--- src/rtl/timer_arb_pkg.sv ---
// Shared types and the round-robin pick helper for the interval timer arbiter.
package timer_arb_pkg;

   typedef enum logic [1:0] {
      IDLE = 2'd0,
      RUN  = 2'd1,
      DONE = 2'd2
   } tarb_state_t;

   // Widest request vector rr_pick accepts; callers zero-extend into this.
   localparam int unsigned MaxReq = 32;

   // Winner index: first set bit of req scanning upward from ptr, modulo num.
   // Returns ptr when nothing is set; callers gate on |req.
   function automatic int unsigned rr_pick(input logic [MaxReq-1:0] req,
                                           input int unsigned       ptr,
                                           input int unsigned       num);
      int unsigned idx;
      int unsigned pick;
      bit          found;
      idx   = 0;
      pick  = ptr;
      found = 1'b0;
      for (int unsigned i = 0; i < MaxReq; i++) begin
         if (i < num && !found) begin
            idx = ptr + i;
            if (idx >= num) idx = idx - num;
            if (req[idx]) begin
               pick  = idx;
               found = 1'b1;
            end
         end
      end
      return pick;
   endfunction

endpackage

--- src/rtl/up_counter.sv ---
// Free-running up counter with synchronous clear and count enable.
module up_counter #(
   parameter int unsigned WIDTH = 8
) (
   input  logic             clk,
   input  logic             rst,
   input  logic             en,
   output logic [WIDTH-1:0] count
);

   // Clear wins over enable so a load on the same edge starts from zero.
   always_ff @(posedge clk) begin
      if (rst) begin
         count <= '0;
      end else if (en) begin
         count <= count + WIDTH'(1);
      end
   end

endmodule

--- src/rtl/interval_timer_arbiter.sv ---
// Round-robin sharing of one up_counter among NUM_REQ interval requesters.
module interval_timer_arbiter
   import timer_arb_pkg::*;
#(
   parameter int unsigned NUM_REQ = 4,
   parameter int unsigned WIDTH   = 8
) (
   input  logic                     clk,
   input  logic                     rst,
   input  logic                     tick,
   input  logic [NUM_REQ-1:0]       req,
   input  logic [NUM_REQ*WIDTH-1:0] req_len,
   output logic [NUM_REQ-1:0]       grant,
   output logic [NUM_REQ-1:0]       done,
   output logic                     busy,
   output logic [WIDTH-1:0]         count
);

   localparam int unsigned IdxW = (NUM_REQ > 1) ? $clog2(NUM_REQ) : 1;

   tarb_state_t         state_q, state_d;
   logic [NUM_REQ-1:0]  grant_q, grant_d;
   logic [WIDTH-1:0]    len_q, len_d;
   logic [IdxW-1:0]     owner_q, owner_d;
   logic [IdxW-1:0]     rr_ptr_q, rr_ptr_d;
   logic [MaxReq-1:0]   req_ext;
   logic [IdxW-1:0]     winner;
   logic [WIDTH-1:0]    len_sel;
   logic                load_pulse;
   logic                hit;
   logic                cnt_en;
   logic                cnt_rst;

   // Arbitration: winner from the rr pointer and its requested interval.
   always_comb begin
      req_ext = '0;
      req_ext[NUM_REQ-1:0] = req;
      winner = IdxW'(rr_pick(req_ext, 32'(rr_ptr_q), NUM_REQ));
      len_sel = '0;
      for (int unsigned i = 0; i < NUM_REQ; i++) begin
         if (winner == IdxW'(i)) len_sel = req_len[i*WIDTH +: WIDTH];
      end
   end

   // Equality only: len_q never exceeds the counter range, so hit precedes any wrap.
   assign hit     = (count == len_q);
   assign cnt_en  = tick & (state_q == RUN) & ~hit;
   assign cnt_rst = rst | load_pulse;

   up_counter #(
      .WIDTH(WIDTH)
   ) u_counter (
      .clk  (clk),
      .rst  (cnt_rst),
      .en   (cnt_en),
      .count(count)
   );

   // Next-state: grant on arbitration, abort beats expiry, DONE lasts one cycle.
   always_comb begin
      state_d    = state_q;
      grant_d    = grant_q;
      len_d      = len_q;
      owner_d    = owner_q;
      rr_ptr_d   = rr_ptr_q;
      load_pulse = 1'b0;
      unique case (state_q)
         IDLE: begin
            if (|req) begin
               grant_d         = '0;
               grant_d[winner] = 1'b1;
               len_d           = len_sel;
               owner_d         = winner;
               rr_ptr_d        = (winner == IdxW'(NUM_REQ - 1)) ? '0 : winner + 1'b1;
               load_pulse      = 1'b1;
               state_d         = RUN;
            end
         end
         RUN: begin
            if (!req[owner_q]) begin
               state_d = IDLE;
               grant_d = '0;
            end else if (hit) begin
               state_d = DONE;
            end
         end
         DONE: begin
            state_d = IDLE;
            grant_d = '0;
         end
         default: begin
            state_d = IDLE;
            grant_d = '0;
         end
      endcase
   end

   // State, grant, latched interval, owner and rr pointer registers.
   always_ff @(posedge clk) begin
      if (rst) begin
         state_q  <= IDLE;
         grant_q  <= '0;
         len_q    <= '0;
         owner_q  <= '0;
         rr_ptr_q <= '0;
      end else begin
         state_q  <= state_d;
         grant_q  <= grant_d;
         len_q    <= len_d;
         owner_q  <= owner_d;
         rr_ptr_q <= rr_ptr_d;
      end
   end

   assign grant = grant_q;
   assign done  = (state_q == DONE) ? grant_q : '0;
   assign busy  = (state_q != IDLE);

endmodule
--- config.mk ---
export PLATFORM = sky130hd
export DESIGN_NAME = interval_timer_arbiter
export DESIGN_NICKNAME = d
export VERILOG_FILES = /design/src/rtl/timer_arb_pkg.sv /design/src/rtl/up_counter.sv /design/src/rtl/interval_timer_arbiter.sv
export SDC_FILE = /design/constraint.sdc
export NUM_CORES = 1
export LEC_CHECK = 0
export CAP_MARGIN = 15
export CORE_MARGIN = 2
export CORE_UTILIZATION = 40
export DETAILED_ROUTE_END_ITERATION = 12
export PLACE_DENSITY = 0.7
export SLEW_MARGIN = 20
export SYNTH_ARGS = -nofsm -noshare
export SYNTH_HDL_FRONTEND = slang
export SYNTH_SLANG_ARGS = --single-unit
--- constraint.sdc ---
create_clock -name clk -period 5.1 [get_ports clk]
set_input_delay 1.02 -clock clk [delete_from_list [all_inputs] [get_ports clk]]
set_output_delay 1.02 -clock clk [all_outputs]
set_load 0.01 [all_outputs]
# Yosys cells after proc, flatten, opt, wreduce, memory -nomap -nowiden
# Index checks and enable logic that the tools add are counted.
[word_totals] output_inout_bits=17 reg_bits=26 inputBits=39 word_cells=93
[op_classes] addsub=9 magnitude_cmp=11 eq_ne=9 bitwise_logic=4 muxes=46 n_reduce_logical=8
[ops] operator="32-bit 2-to-1 mux" n=7
[ops] operator="32-bit by 6-bit < comparator with 1-bit output, second input constant" n=4
[ops] operator="8-bit 2-to-1 mux" n=4
[ops] operator="2-bit 2-to-1 mux" n=11
[ops] operator="1-bit binary-select mux with 5-bit select" n=4
[ops] operator="1-bit 2-to-1 mux" n=13
[ops] operator="4-bit 2-to-1 mux" n=3
[ops] operator="3-bit by 3-bit subtractor with 4-bit output, second input constant" n=3
[ops] operator="3-bit greater-or-equal comparator, second input constant" n=3
[ops] operator="8-bit by 1-bit adder with 8-bit output, second input constant" n=1
[ops] operator="8-bit == test" n=1
[ops] operator="4-bit one-hot mux with 2 select lines" n=1
[ops] operator="2-bit by 2-bit adder with 3-bit output, second input constant" n=2
[ops] operator="2-bit == test, second input constant" n=3
[ops] operator="2-bit by 3-bit < comparator with 1-bit output, second input constant" n=2
[ops] operator="2-bit AND reduction" n=3
[ops] operator="2-bit by 1-bit == test with 1-bit output, second input constant" n=2
[ops] operator="2-bit zero test" n=2
[ops] operator="2-bit inequality test, second input constant" n=2
[ops] operator="2-bit one-hot mux with 2 select lines" n=1
[ops] operator="4-bit OR reduction" n=1
[ops] operator="2-bit by 3-bit subtractor with 4-bit output, second input constant" n=1
[ops] operator="2-bit by 1-bit adder with 3-bit output, second input constant" n=1
[ops] operator="2-bit by 3-bit greater-or-equal comparator with 1-bit output, second input constant" n=1
[ops] operator="other kinds (10)" n=11

# Longest topological paths before layout
[logic_depth] word_depth=26 mapped_depth=17

# Cells and area by module
# A second synthesis with hierarchy kept.
[unflattened] hier_cells=209 hier_area_um2=1760.4
[by_module_without_submodules] mod="interval_timer_arbiter" cells_per_inst=172 area_per_inst_um2=1421.4 n_inst=1 seq_area_each_um2=360.3
[by_module_without_submodules] mod="up_counter" cells_per_inst=37 area_per_inst_um2=339.1 n_inst=1 seq_area_each_um2=160.2

# Least setup slack after synthesis
# No wires, ideal clock.
[synth_path] path_type="input-to-reg" from="input port req[0]" to="register len_q[1]" setup_ps=138 path_slack_ps=1514 required_ps=4962 cell_stages=12 arrival_time_ps=3449 path_cell_list="mux2_4 -> mux2_2 -> a2111o_1 -> a221oi_2 -> ha_1 -> clkbuf_1 -> nor2b_1 -> clkbuf_1 -> a221oi_1 -> nor3_1 -> a21oi_1 -> a211oi_1"
[synth_via] elab_chain_cells=14 elab_cells_between_ends=30 cone_classes="3 x eq/ne; 24 x mux; 3 x reduce/logical"
[synth_rtl] element="start: declaration" line="interval_timer_arbiter.sv:11" rtl="input logic [NUM_REQ-1:0] req,"
[synth_rtl] element="1-bit binary-select mux with 5-bit select" line="timer_arb_pkg.sv:28" rtl="if (req[idx]) begin"
[synth_rtl] element="1-bit 2-to-1 mux (not written as such)" line="timer_arb_pkg.sv:28"
[synth_rtl] element="2-bit 2-to-1 mux (2 in series)" line="timer_arb_pkg.sv:28"
[synth_rtl] element="2-bit 2-to-1 mux" line="timer_arb_pkg.sv:25" rtl="if (i < num && !found) begin"
[synth_rtl] element="2-bit 2-to-1 mux" line="timer_arb_pkg.sv:28"
[synth_rtl] element="2-bit 2-to-1 mux" line="timer_arb_pkg.sv:25"
[synth_rtl] element="2-bit 2-to-1 mux" line="timer_arb_pkg.sv:28"
[synth_rtl] element="2-bit 2-to-1 mux" line="timer_arb_pkg.sv:25"
[synth_rtl] element="2-bit zero test" line="interval_timer_arbiter.sv:41" rtl="if (winner == IdxW'(i)) len_sel = req_len[i*WIDTH +: WIDTH];"
[synth_rtl] element="8-bit 2-to-1 mux (4 in series)" line="interval_timer_arbiter.sv:41"
[synth_rtl] element="end signal: assignment" line="interval_timer_arbiter.sv:109" rtl="len_q <= len_d;"
[synth_rtl] element="end: declaration" line="interval_timer_arbiter.sv:23" rtl="logic [WIDTH-1:0] len_q, len_d;"
# Parallel ways exist; a longest one is shown, timed or not. The select of a mux whose other input is x is not followed.
# A chain may end at the register's enable or synchronous reset.

# Worst setup path in the final report
[layout_path] from="input port req[2]" to="register len_q[2]"
# The elaborated chain is that of the path after synthesis.

==> flow_metrics.tcl <==
set metrics [dict create \
    status "complete, no violations" \
    avgSynthCellArea_sq_um 8.501 \
    crit_required_ns 5.27 \
    max-slew-margin-rel_pct 40.75 \
    setup_violations 0 \
    design.core.area_sq_um 4354 \
    die_h_microns 71.44 \
    critPathArrivalTime_ns 4.29 \
    antenna_left 0 \
    grt_max_degree 33 \
    via_per_inst 5.494 \
    drive_gt1_share_pct 4.615 \
    clock_sinks 26 \
    cpPeakStageDelay_ns 0.54 \
    hold_class "reg2reg" \
    grt_pass1_vias 1581 \
    grt-ovfl-total 0 \
    period_needed_ns 4.118 \
    route.vias.total 1714 \
    path_clk_slew_ns 0.08 \
    drtIter0Drc 75 \
    p_per_area_nw_per_um2 465.5 \
    grt_usage_pct 17.70 \
    yosys_warnings 0 \
    synthDistinctLibCells 45 \
    finish.utilization_pct 55.86 \
    pin_count 56 \
    grt_pass1_wl_microns 7320 \
    die-area_sq_um 5104 \
    fin_setup_tns_ns 0 \
    dp_hpwl_microns 3281 \
    area_growth_syn_to_layout_pct 33.70 \
    cts_buffer_depth 2 \
    diodes 0 \
    crit_chain "clkdlybuf4s50_1 > mux2_4 > mux2_2 > a2111o_1 > a221oi_2 > ha_1 > nor2b_1 > a221oi_1 > nor3_1 > a21oi_1 > a211oi_1" \
    worst_pin_slew_ns 0.8806 \
    synth_edf_count 0 \
    r2r-end "len_q[2]" \
    portBuffers 55 \
    reg2regPathDepth 13 \
    dieWidth_microns 71.44 \
    slowest_stage "clkdlybuf4s50_1" \
    synth_area_sq_um 1819 \
    post-cts-setup-buffers 0 \
    worstSetupEndpointType "register" \
    rrSetupSlack_ns 1.09 \
    drv_cap 0 \
    drt-pass1-iter-count 4 \
    gp_congestion 0.8296 \
    insertion_delay_ns 0.27 \
    min_delay_path_depth 1 \
    max-vdd-ir-drop_v 0.0003053 \
    critPathLaunchType "primary input" \
    hold_buffers 0 \
    cts_resized 0 \
    synthesis.nets 263 \
    syn_inst 214 \
    cts_buffers 3 \
    final_net_count 310 \
    holdPathEnd "grant[2]" \
    ys_dominant_reg_cell "dfxtp_1" \
    cts_tree "done" \
    rsz0062_at_grt "false" \
    post-route-period-util_pct 80.75 \
    hold_start "grant[2]" \
    crit_type "in2reg" \
    antenna_found_initial 0 \
    max_freq_ghz 0.2428 \
    fin_worst_skew_ns 0.009467 \
    h-tree-depth 1 \
    async_flop_share_pct 0 \
    cp_max_fo 8 \
    slew_violations 0 \
    hold_violations 0 \
    fp-row-count 24 \
    root_buffer "clkbuf_8" \
    wl_microns 4362 \
    leakage_uw 0.0009380 \
    synth_seq_cells 26 \
    start_util_pct 41.78 \
    r2r-start "rr_ptr_q[0]" \
    ys_seq_area_share_pct 28.61 \
    drcViolationCount 0 \
    post_drt_wl_per_cell_microns 13.98 \
    totalPowerFinal_uw 1132 \
]
==> critical path: cells and delay by family <==
kind	cells	cell delay (ns)
adder cells (fa/ha/maj)	1	0.23
multiplexers	2	0.62
AO/OA/AOI/OAI	5	1.23
buffers and inverters	1	0.54
AND/OR/NAND/NOR	2	0.66
==> sequential cells by signal, indices dropped and copies added, names as in the netlist <==
| name | cells |
|---|---|
| rr_ptr_q | 2 |
| u_counter.count | 8 |
| owner_q | 2 |
| grant | 4 |
| len_q | 8 |
| state_q | 2 |
==> final cells by class <==
class                   count  area (sq um)
multi-input cells         170          1222
well taps                  52         65.06
flip-flops and latches     26         520.5
inverters                   5         18.77
repair buffers             55         550.5
fillers                   414          1922
clock buffers               4         55.05
==> cell families (layout without fill, tap and decap cells) <==
logic type	after synthesis	count (layout)	share of synthesized area, %
muxes	13	13	9.354
and+or+nand+nor	83	83	23.45
AOI/OAI and AO/OA	54	54	22.28
DFF	26	26	28.61
xor gates and xnor gates	10	10	4.815
buffers and inverters	18	64	4.608
adders and majority gates	10	10	6.878
==> power by group <==
group / switching, uW / internal (uW)
sequential: 53.3 / 253
clock: 63.8 / 69.1
combinational: 367 / 326
total: 484 / 648
==> cell usage in the layout, fill, tap and decap left out, types with 9 or more instances in the layout <==
cell,n
a211oi_1,11
a21oi_1,10
clkdlybuf4s50_1,55
dfxtp_1,26
ha_1,10
nand2_1,13
nor2_1,16
nor2b_1,11
nor3_1,17
xor2_1,9
==> per-stage QoR <==
stage	worst slack, ns	area [sq um]	instances	hold WS (ns)
after floorplan	1.514	1819	214	0.4830
after global placement	0.7779	2372	308	0.4901
after detailed placement	0.7303	2372	308	0.4825
after CTS	1.021	2427	312	0.5066
after global routing	0.6746	2432	312	0.5354
final	0.9815	2432	312	0.4984
==> how the worst max path moves through the flow <==
stage / start / to / slack, ns
after CTS: req[2] / len_q[6] / 1.02
after floorplan: req[0] / len_q[1] / 1.51
after global routing: rr_ptr_q[0] / len_q[0] / 0.67
after global placement: req[1] / len_q[4] / 0.78
after detailed placement: req[2] / len_q[6] / 0.73
final: req[2] / len_q[2] / 0.98
==> cells in the mapped netlist, types with 2 or more instances <==
library cell	instances	area, sq um
xor2_1	9	78.83
ha_1	10	125.1
clkbuf_1	10	37.54
a221oi_1	8	70.07
o21a_1	2	15.01
and2_1	7	43.79
a22o_1	4	35.03
mux2_4	2	30.03
or3_1	7	43.79
a21boi_0	3	22.52
nor2_1	17	63.81
inv_1	5	18.77
nand2_1	13	48.80
a211oi_1	11	82.58
nor3_1	17	85.08
a21oi_1	10	50.05
dfxtp_1	26	520.5
o21ai_0	4	20.02
buf_6	2	22.52
mux2i_1	8	80.08
nand2b_1	2	12.51
nor2b_1	11	68.82
nor4_1	4	25.02
==> per-layer routing <==
layer	routed length [microns]	share of wire [%]	track usage, %	vias to the layer above
li1	-	-	-	884
met1	2184	50	25.11	780
met2	1880	43	27.26	46
met3	257	5.9	4.079	4
met4	40	0.92	4.403	0
met5	0	0	0	-
No activity file was read; power rests on OpenSTA's default activity.
